$ cat src/rtl/my_rr_mux_if.sv
// my_rr_mux_if: bundles the input-side and output-side handshake signals of
// my_rr_mux.
//   in_data   CHANNELS*WIDTH  packed input words, channel i at [i*WIDTH +: WIDTH]
//   in_valid  CHANNELS        per-channel valid
//   in_ready  CHANNELS        per-channel ready, at most one bit high
//   mode      1               0 = fixed select via sel, 1 = round-robin
//   sel       SEL_W           channel index used in fixed mode
//   out_data  WIDTH           registered selected word
//   out_chan  SEL_W           registered index of the supplying channel
//   out_valid 1               output register holds a word
//   out_ready 1               consumer accepts the word
// Modports: master drives the producers/consumer side, slave is the mux.
interface my_rr_mux_if #(
  parameter int WIDTH    = 16,
  parameter int CHANNELS = 8
);
  localparam int SEL_W = $clog2(CHANNELS);

  logic [CHANNELS*WIDTH-1:0] in_data;
  logic [CHANNELS-1:0]       in_valid;
  logic [CHANNELS-1:0]       in_ready;
  logic                      mode;
  logic [SEL_W-1:0]          sel;
  logic [WIDTH-1:0]          out_data;
  logic [SEL_W-1:0]          out_chan;
  logic                      out_valid;
  logic                      out_ready;

  modport master (
    output in_data, in_valid, mode, sel, out_ready,
    input  in_ready, out_data, out_chan, out_valid
  );

  modport slave (
    input  in_data, in_valid, mode, sel, out_ready,
    output in_ready, out_data, out_chan, out_valid
  );
endinterface

$ cat src/rtl/my_rr_mux.sv
// my_rr_mux: selects one of CHANNELS WIDTH-bit valid/ready input streams and
// forwards it through a single output register stage.
//   clk    system clock, all state updates on the rising edge
//   rst_n  synchronous active-low reset
//   bus    my_rr_mux_if.slave: in_data/in_valid/in_ready, mode, sel,
//          out_data/out_chan/out_valid/out_ready
// mode=0 follows sel (no grant when sel is out of range or not valid);
// mode=1 round-robins over valid channels starting at ptr.
module my_rr_mux #(
  parameter int WIDTH    = 16,
  parameter int CHANNELS = 8
) (
  input logic        clk,
  input logic        rst_n,
  my_rr_mux_if.slave bus
);
  localparam int SEL_W = $clog2(CHANNELS);
  localparam logic [SEL_W:0]   CHANNELS_W = (SEL_W+1)'(CHANNELS);
  localparam logic [SEL_W-1:0] LAST_CHAN  = SEL_W'(CHANNELS - 1);

  logic [WIDTH-1:0] word [CHANNELS];

  genvar gi;
  generate
    for (gi = 0; gi < CHANNELS; gi++) begin : g_unpack
      assign word[gi] = bus.in_data[gi*WIDTH +: WIDTH];
    end
  endgenerate

  logic                out_valid_reg;
  logic [WIDTH-1:0]    out_data_reg;
  logic [SEL_W-1:0]    out_chan_reg;
  logic [SEL_W-1:0]    ptr_reg;
  logic [SEL_W-1:0]    ptr_next;

  logic                load;
  logic                grant_valid;
  logic [SEL_W-1:0]    grant;
  logic [SEL_W:0]      idx;
  logic [CHANNELS-1:0] in_ready;

  // The output register can take a new word when empty or being drained.
  assign load = !out_valid_reg || bus.out_ready;

  always_comb begin
    grant_valid = 1'b0;
    grant       = '0;
    idx         = '0;
    if (!bus.mode) begin
      if ({1'b0, bus.sel} < CHANNELS_W) begin
        if (bus.in_valid[bus.sel]) begin
          grant_valid = 1'b1;
          grant       = bus.sel;
        end
      end
    end else begin
      // Scan from the farthest position back towards ptr so the last hit,
      // which wins, is the first valid channel at or after ptr.
      // idx is one bit wider so ptr+k cannot overflow before the wrap.
      for (int k = CHANNELS - 1; k >= 0; k--) begin
        idx = {1'b0, ptr_reg} + (SEL_W+1)'(k);
        if (idx >= CHANNELS_W) begin
          idx = idx - CHANNELS_W;
        end
        if (bus.in_valid[idx]) begin
          grant_valid = 1'b1;
          grant       = idx[SEL_W-1:0];
        end
      end
    end
  end

  always_comb begin
    in_ready = '0;
    if (rst_n && load && grant_valid) begin
      in_ready[grant] = 1'b1;
    end
  end

  assign ptr_next = (grant == LAST_CHAN) ? '0 : grant + 1'b1;

  always_ff @(posedge clk) begin
    if (!rst_n) begin
      out_valid_reg <= 1'b0;
      out_data_reg  <= '0;
      out_chan_reg  <= '0;
      ptr_reg       <= '0;
    end else if (load) begin
      if (grant_valid) begin
        out_valid_reg <= 1'b1;
        out_data_reg  <= word[grant];
        out_chan_reg  <= grant;
        if (bus.mode) begin
          ptr_reg <= ptr_next;
        end
      end else begin
        out_valid_reg <= 1'b0;
      end
    end
  end

  assign bus.in_ready  = in_ready;
  assign bus.out_valid = out_valid_reg;
  assign bus.out_data  = out_data_reg;
  assign bus.out_chan  = out_chan_reg;
endmodule
$ cat src/flat_wrapper.sv
// flat-port wrapper written by rule: the top's interface ports become plain ports
module my_rr_mux_flat 
#(
  parameter int WIDTH    = 16,
  parameter int CHANNELS = 8
)
  (clk, rst_n, bus_in_data, bus_in_valid, bus_mode, bus_sel, bus_out_ready, bus_in_ready, bus_out_data, bus_out_chan, bus_out_valid);
  my_rr_mux_if #(.WIDTH(WIDTH), .CHANNELS(CHANNELS)) bus_i ();
  input logic clk;
  input logic rst_n;
  input wire logic [$bits(bus_i.in_data)-1:0] bus_in_data;
  input wire logic [$bits(bus_i.in_valid)-1:0] bus_in_valid;
  input wire logic [$bits(bus_i.mode)-1:0] bus_mode;
  input wire logic [$bits(bus_i.sel)-1:0] bus_sel;
  input wire logic [$bits(bus_i.out_ready)-1:0] bus_out_ready;
  output wire logic [$bits(bus_i.in_ready)-1:0] bus_in_ready;
  output wire logic [$bits(bus_i.out_data)-1:0] bus_out_data;
  output wire logic [$bits(bus_i.out_chan)-1:0] bus_out_chan;
  output wire logic [$bits(bus_i.out_valid)-1:0] bus_out_valid;
  assign bus_i.in_data = bus_in_data;
  assign bus_i.in_valid = bus_in_valid;
  assign bus_i.mode = bus_mode;
  assign bus_i.sel = bus_sel;
  assign bus_i.out_ready = bus_out_ready;
  assign bus_in_ready = bus_i.in_ready;
  assign bus_out_data = bus_i.out_data;
  assign bus_out_chan = bus_i.out_chan;
  assign bus_out_valid = bus_i.out_valid;
  my_rr_mux #(.WIDTH(WIDTH), .CHANNELS(CHANNELS)) u_core (.clk(clk), .rst_n(rst_n), .bus(bus_i));
endmodule
$ cat config.mk
export PLATFORM = sky130hd
export DESIGN_NAME = my_rr_mux_flat
export DESIGN_NICKNAME = d
export VERILOG_FILES = /design/src/rtl/my_rr_mux_if.sv /design/src/rtl/my_rr_mux.sv /design/src/flat_wrapper.sv
export SDC_FILE = /design/constraint.sdc
export NUM_CORES = 1
export LEC_CHECK = 0
export CAP_MARGIN = 5
export CORE_MARGIN = 2
export CORE_UTILIZATION = 48
export DETAILED_ROUTE_END_ITERATION = 10
export GPL_TIMING_DRIVEN = 0
export PLACE_DENSITY = 0.9
export SLEW_MARGIN = 20
export SYNTH_ARGS = -nofsm -noshare
export SYNTH_HDL_FRONTEND = slang
export SYNTH_SLANG_ARGS = --single-unit
$ cat constraint.sdc
create_clock -name clk -period 10.3 [get_ports clk]
set_clock_uncertainty 0.05 [all_clocks]
set_input_delay 1.03 -clock clk [delete_from_list [all_inputs] [get_ports clk]]
set_output_delay 1.03 -clock clk [all_outputs]
set_load 0.1 [all_outputs]
==> results.cfg <==
[run_status]
outcome = complete, no violations

[global_routing]
grt_usage_pct = 35.7
use_met2_pct = 56.6
grt_pass1_vias = 5184
grt_overflow = 0
antenna_found_initial = 0
grt.met3_usage_pct = 5.92
grt_pass1_wl_mm = 27.6
grt.met1_usage_pct = 50.3
grt-busiest-layer = met2
grt_max_degree = 14

[cts]
cts_buffer_depth = 2
insertion_delay_ns = 0.27
clkTransAtPathRegs_ns = 0.08
cts_inserted_buffers = 3
post_cts_buffers = 0
cts_tree = done
root_buffer = clkbuf_8
ctsResizeCount = 0
cts_hold_buf = 0
htreeDepth = 1
numClockSinks = 23

[placed_design]
port_buffers = 169
gp_congestion = 1.02
dpl.cell_count = 829
dp_hpwl_mm = 14.1

[die]
initial_core_util_pct = 49.9
dieArea_mm2 = 0.00939
core-area_mm2 = 0.00830
rows = 33
die_w_um = 96.9
ios = 171
die_y_um = 96.9

[setup_path]
cp_max_fo = 10
critPathRequiredTime_ns = 9.22
worst-setup-path-type = in2out
startpoint_type = primary input
r2r-end = u_core.bus.out_data[7]$_SDFFE_PN0P_
ff2ff_setup_slack_ns = 5.68
reg2reg_from = u_core.ptr_reg[1]$_SDFFE_PN0P_
reg2reg_depth = 15
crit_arrival_ns = 5.37
worstSetupStartpoint = bus_in_valid[2]
crit_path_end_kind = output port

[finish]
multi_input_area_mm2 = 0.00324
syn_to_final_growth_pct = 45.1
stdcell_count = 833
diodes = 0
final.fill_count = 645
drive_gt1_share_pct = 11.5
ff_latch_area_um2 = 460
fin_nets = 874
largest_reg_flops = 16

[synth]
ys_ff_latch = 23
syn_inst = 555
netlist_area_mm2 = 0.00414
synth_cell_type_count = 53
synth-async-reset-ratio_pct = 0
syn_avg_cell_area_um2 = 7.46
ys_seq_area_share_pct = 11.1
synth_nets = 700
synth-warning-count = 0
synthFlopType = dfxtp_1
synth_edf_count = 0

[timing]
tightest_slew_ns = 1.03
timing.hold.ws_ns = 0.425
finalCriticalPeriod_ns = 6.45
slew_viol_final = 0
grt_setup_unrepaired = false
setup_violations = 0
period_share_pct = 62.6
final_hold_viol_count = 0
fin_tns_setup_ns = 0
slew_headroom_pct = 31.4
max_freq_mhz = 155

[detailed_routing]
routed_via_density = 6.65
avgRoutedWirePerCell_um = 21.4
antenna_left = 0
first_pass_iters = 5
first_iter_violations = 497
num_vias = 5537
drc = 0
wl_mm = 17.8

[power_and_ir_drop]
p_sw_share_pct = 55.7
power.switching_uw = 518
p_comb_share_pct = 80.3
power.share.clock_pct = 6.2
max-vdd-ir-drop_uv = 139
seq_power_share_pct = 13.5
powerDensity_mw_per_mm2 = 155
p_int_uw = 413
leakagePower_uw = 0.00240

[worst_hold_path]
holdPathStages = 1
hold_path_class = reg2reg
whs_endpoint = u_core.bus.out_data[5]$_SDFFE_PN0P_
holdCritStartpoint = u_core.bus.out_data[5]$_SDFFE_PN0P_

[run]
max_cap_violations = 0
## power by group through the flow
stage                     clock network (uW)  registers [uW]  logic, uW
after floorplan                            0             270        378
after global placement                     0             126        720
after detailed placement                   0             126        730
after CTS                               57.4             125        733
after global routing                    61.3             128        785
final                                   57.4             126        748
## worst max-delay path, cell delays in order
cell and delay (ns):
clkdlybuf4s50_1 0.50, clkbuf_1 0.39, mux2i_1 0.21, mux4_2 0.54, o211ai_1 0.21, a31oi_1 0.12, a311oi_2 0.31, buf_6 0.20
buf_6 0.17, buf_2 0.23, inv_2 0.05, nor3_1 0.21, clkdlybuf4s50_1 1.17
## cell type report
class | instances | share of cell area (%)
clock inverters | 1 | 0.0832
multi-input cells | 454 | 53.9
inverters | 10 | 0.624
flip-flops and latches | 23 | 7.66
repair buffers | 169 | 28.1
well taps | 105 | 2.19
plain buffers | 68 | 6.70
clock buffers | 3 | 0.687
## stage by stage
stage	cell area, um^2	power, uW	utilization [%]	setup WS [ns]
detailed placement	5970	856	71.9	3.89
finish	6010	931	72.4	3.85
global placement	5970	846	71.9	3.98
CTS	6010	915	72.4	3.85
global route	6010	974	72.4	3.56
floorplan	4140	648	-	4.10
## how the worst max path moves through the flow
stage | endpoint | slack (ns) | depth (start not counted)
after floorplan | bus_in_ready[0] | 4.10 | 11
after global placement | bus_in_ready[4] | 3.98 | 13
after detailed placement | bus_in_ready[4] | 3.89 | 13
after CTS | bus_in_ready[4] | 3.85 | 13
after global routing | bus_in_ready[4] | 3.56 | 12
final | bus_in_ready[4] | 3.85 | 13
## cells in the mapped netlist, types with 2 or more instances
master    count  share of area, %
a211oi_1      3              0.54
a21oi_1      15               1.8
and4_1       32               6.8
nor3_1       13               1.6
dfxtp_1      23                11
nor3b_1       2              0.36
ha_1          2              0.60
mux4_2       14               7.6
buf_6        12               3.3
xor2_1        3              0.63
nand3_1       4              0.48
o22ai_1      32               4.8
clkbuf_1     30               2.7
mux2_4        2              0.72
a211o_1      16               3.4
nor2b_1       3              0.45
a22oi_1       3              0.54
o21ai_0       5              0.60
o21a_1        2              0.36
o31ai_1       2              0.36
nor4_1       17               2.6
buf_4         6               1.1
nor4_2       16               4.8
mux2_2        4               1.1
nor2_1       52               4.7
a311oi_1     34               7.2
a31oi_1       3              0.45
nand2_1     110                10
mux2i_1      47                11
buf_2        18               2.2
inv_1         8              0.72
## logic make-up after synthesis
family | after synthesis | synth area share [%]
AO/OA/AOI/OAI | 129 | 23.8
XOR/XNOR | 4 | 0.846
adder cells (fa/ha/maj) | 2 | 0.604
buffers and inverters | 78 | 10.6
flip-flops | 23 | 11.1
multiplexers | 67 | 20.8
AND/OR/NAND/NOR | 252 | 32.2
## routing by layer
| layer | wire length, um | share of wire, % | vias up |
|---|---|---|---|
| li1 | - | - | 2481 |
| met2 | 8160 | 46 | 409 |
| met5 | 0 | 0 | - |
| met1 | 7270 | 41 | 2617 |
| met3 | 1950 | 11 | 30 |
| met4 | 430 | 2.4 | 0 |
## layout by cell type, fill, tap and decap left out, drive strengths merged, types with 2 or more instances in the layout
| master | n |
|---|---|
| nand2 | 110 |
| o21a | 2 |
| nor2 | 52 |
| o31ai | 2 |
| o311ai | 2 |
| and4 | 32 |
| a311oi | 35 |
| o22ai | 32 |
| buf | 37 |
| a31o | 2 |
| a31oi | 3 |
| clkbuf | 34 |
| mux2 | 6 |
| nor4 | 33 |
| ha | 2 |
| clkdlybuf4s50 | 169 |
| mux2i | 47 |
| inv | 9 |
| a211oi | 3 |
| mux4 | 14 |
| nor3b | 2 |
| nor2b | 3 |
| o21ai | 6 |
| nor3 | 13 |
| clkinv | 2 |
| a21oi | 15 |
| xor2 | 3 |
| nand3 | 4 |
| a22oi | 3 |
| a211o | 16 |
| dfxtp | 23 |
No activity file was read; power rests on OpenSTA's default activity.
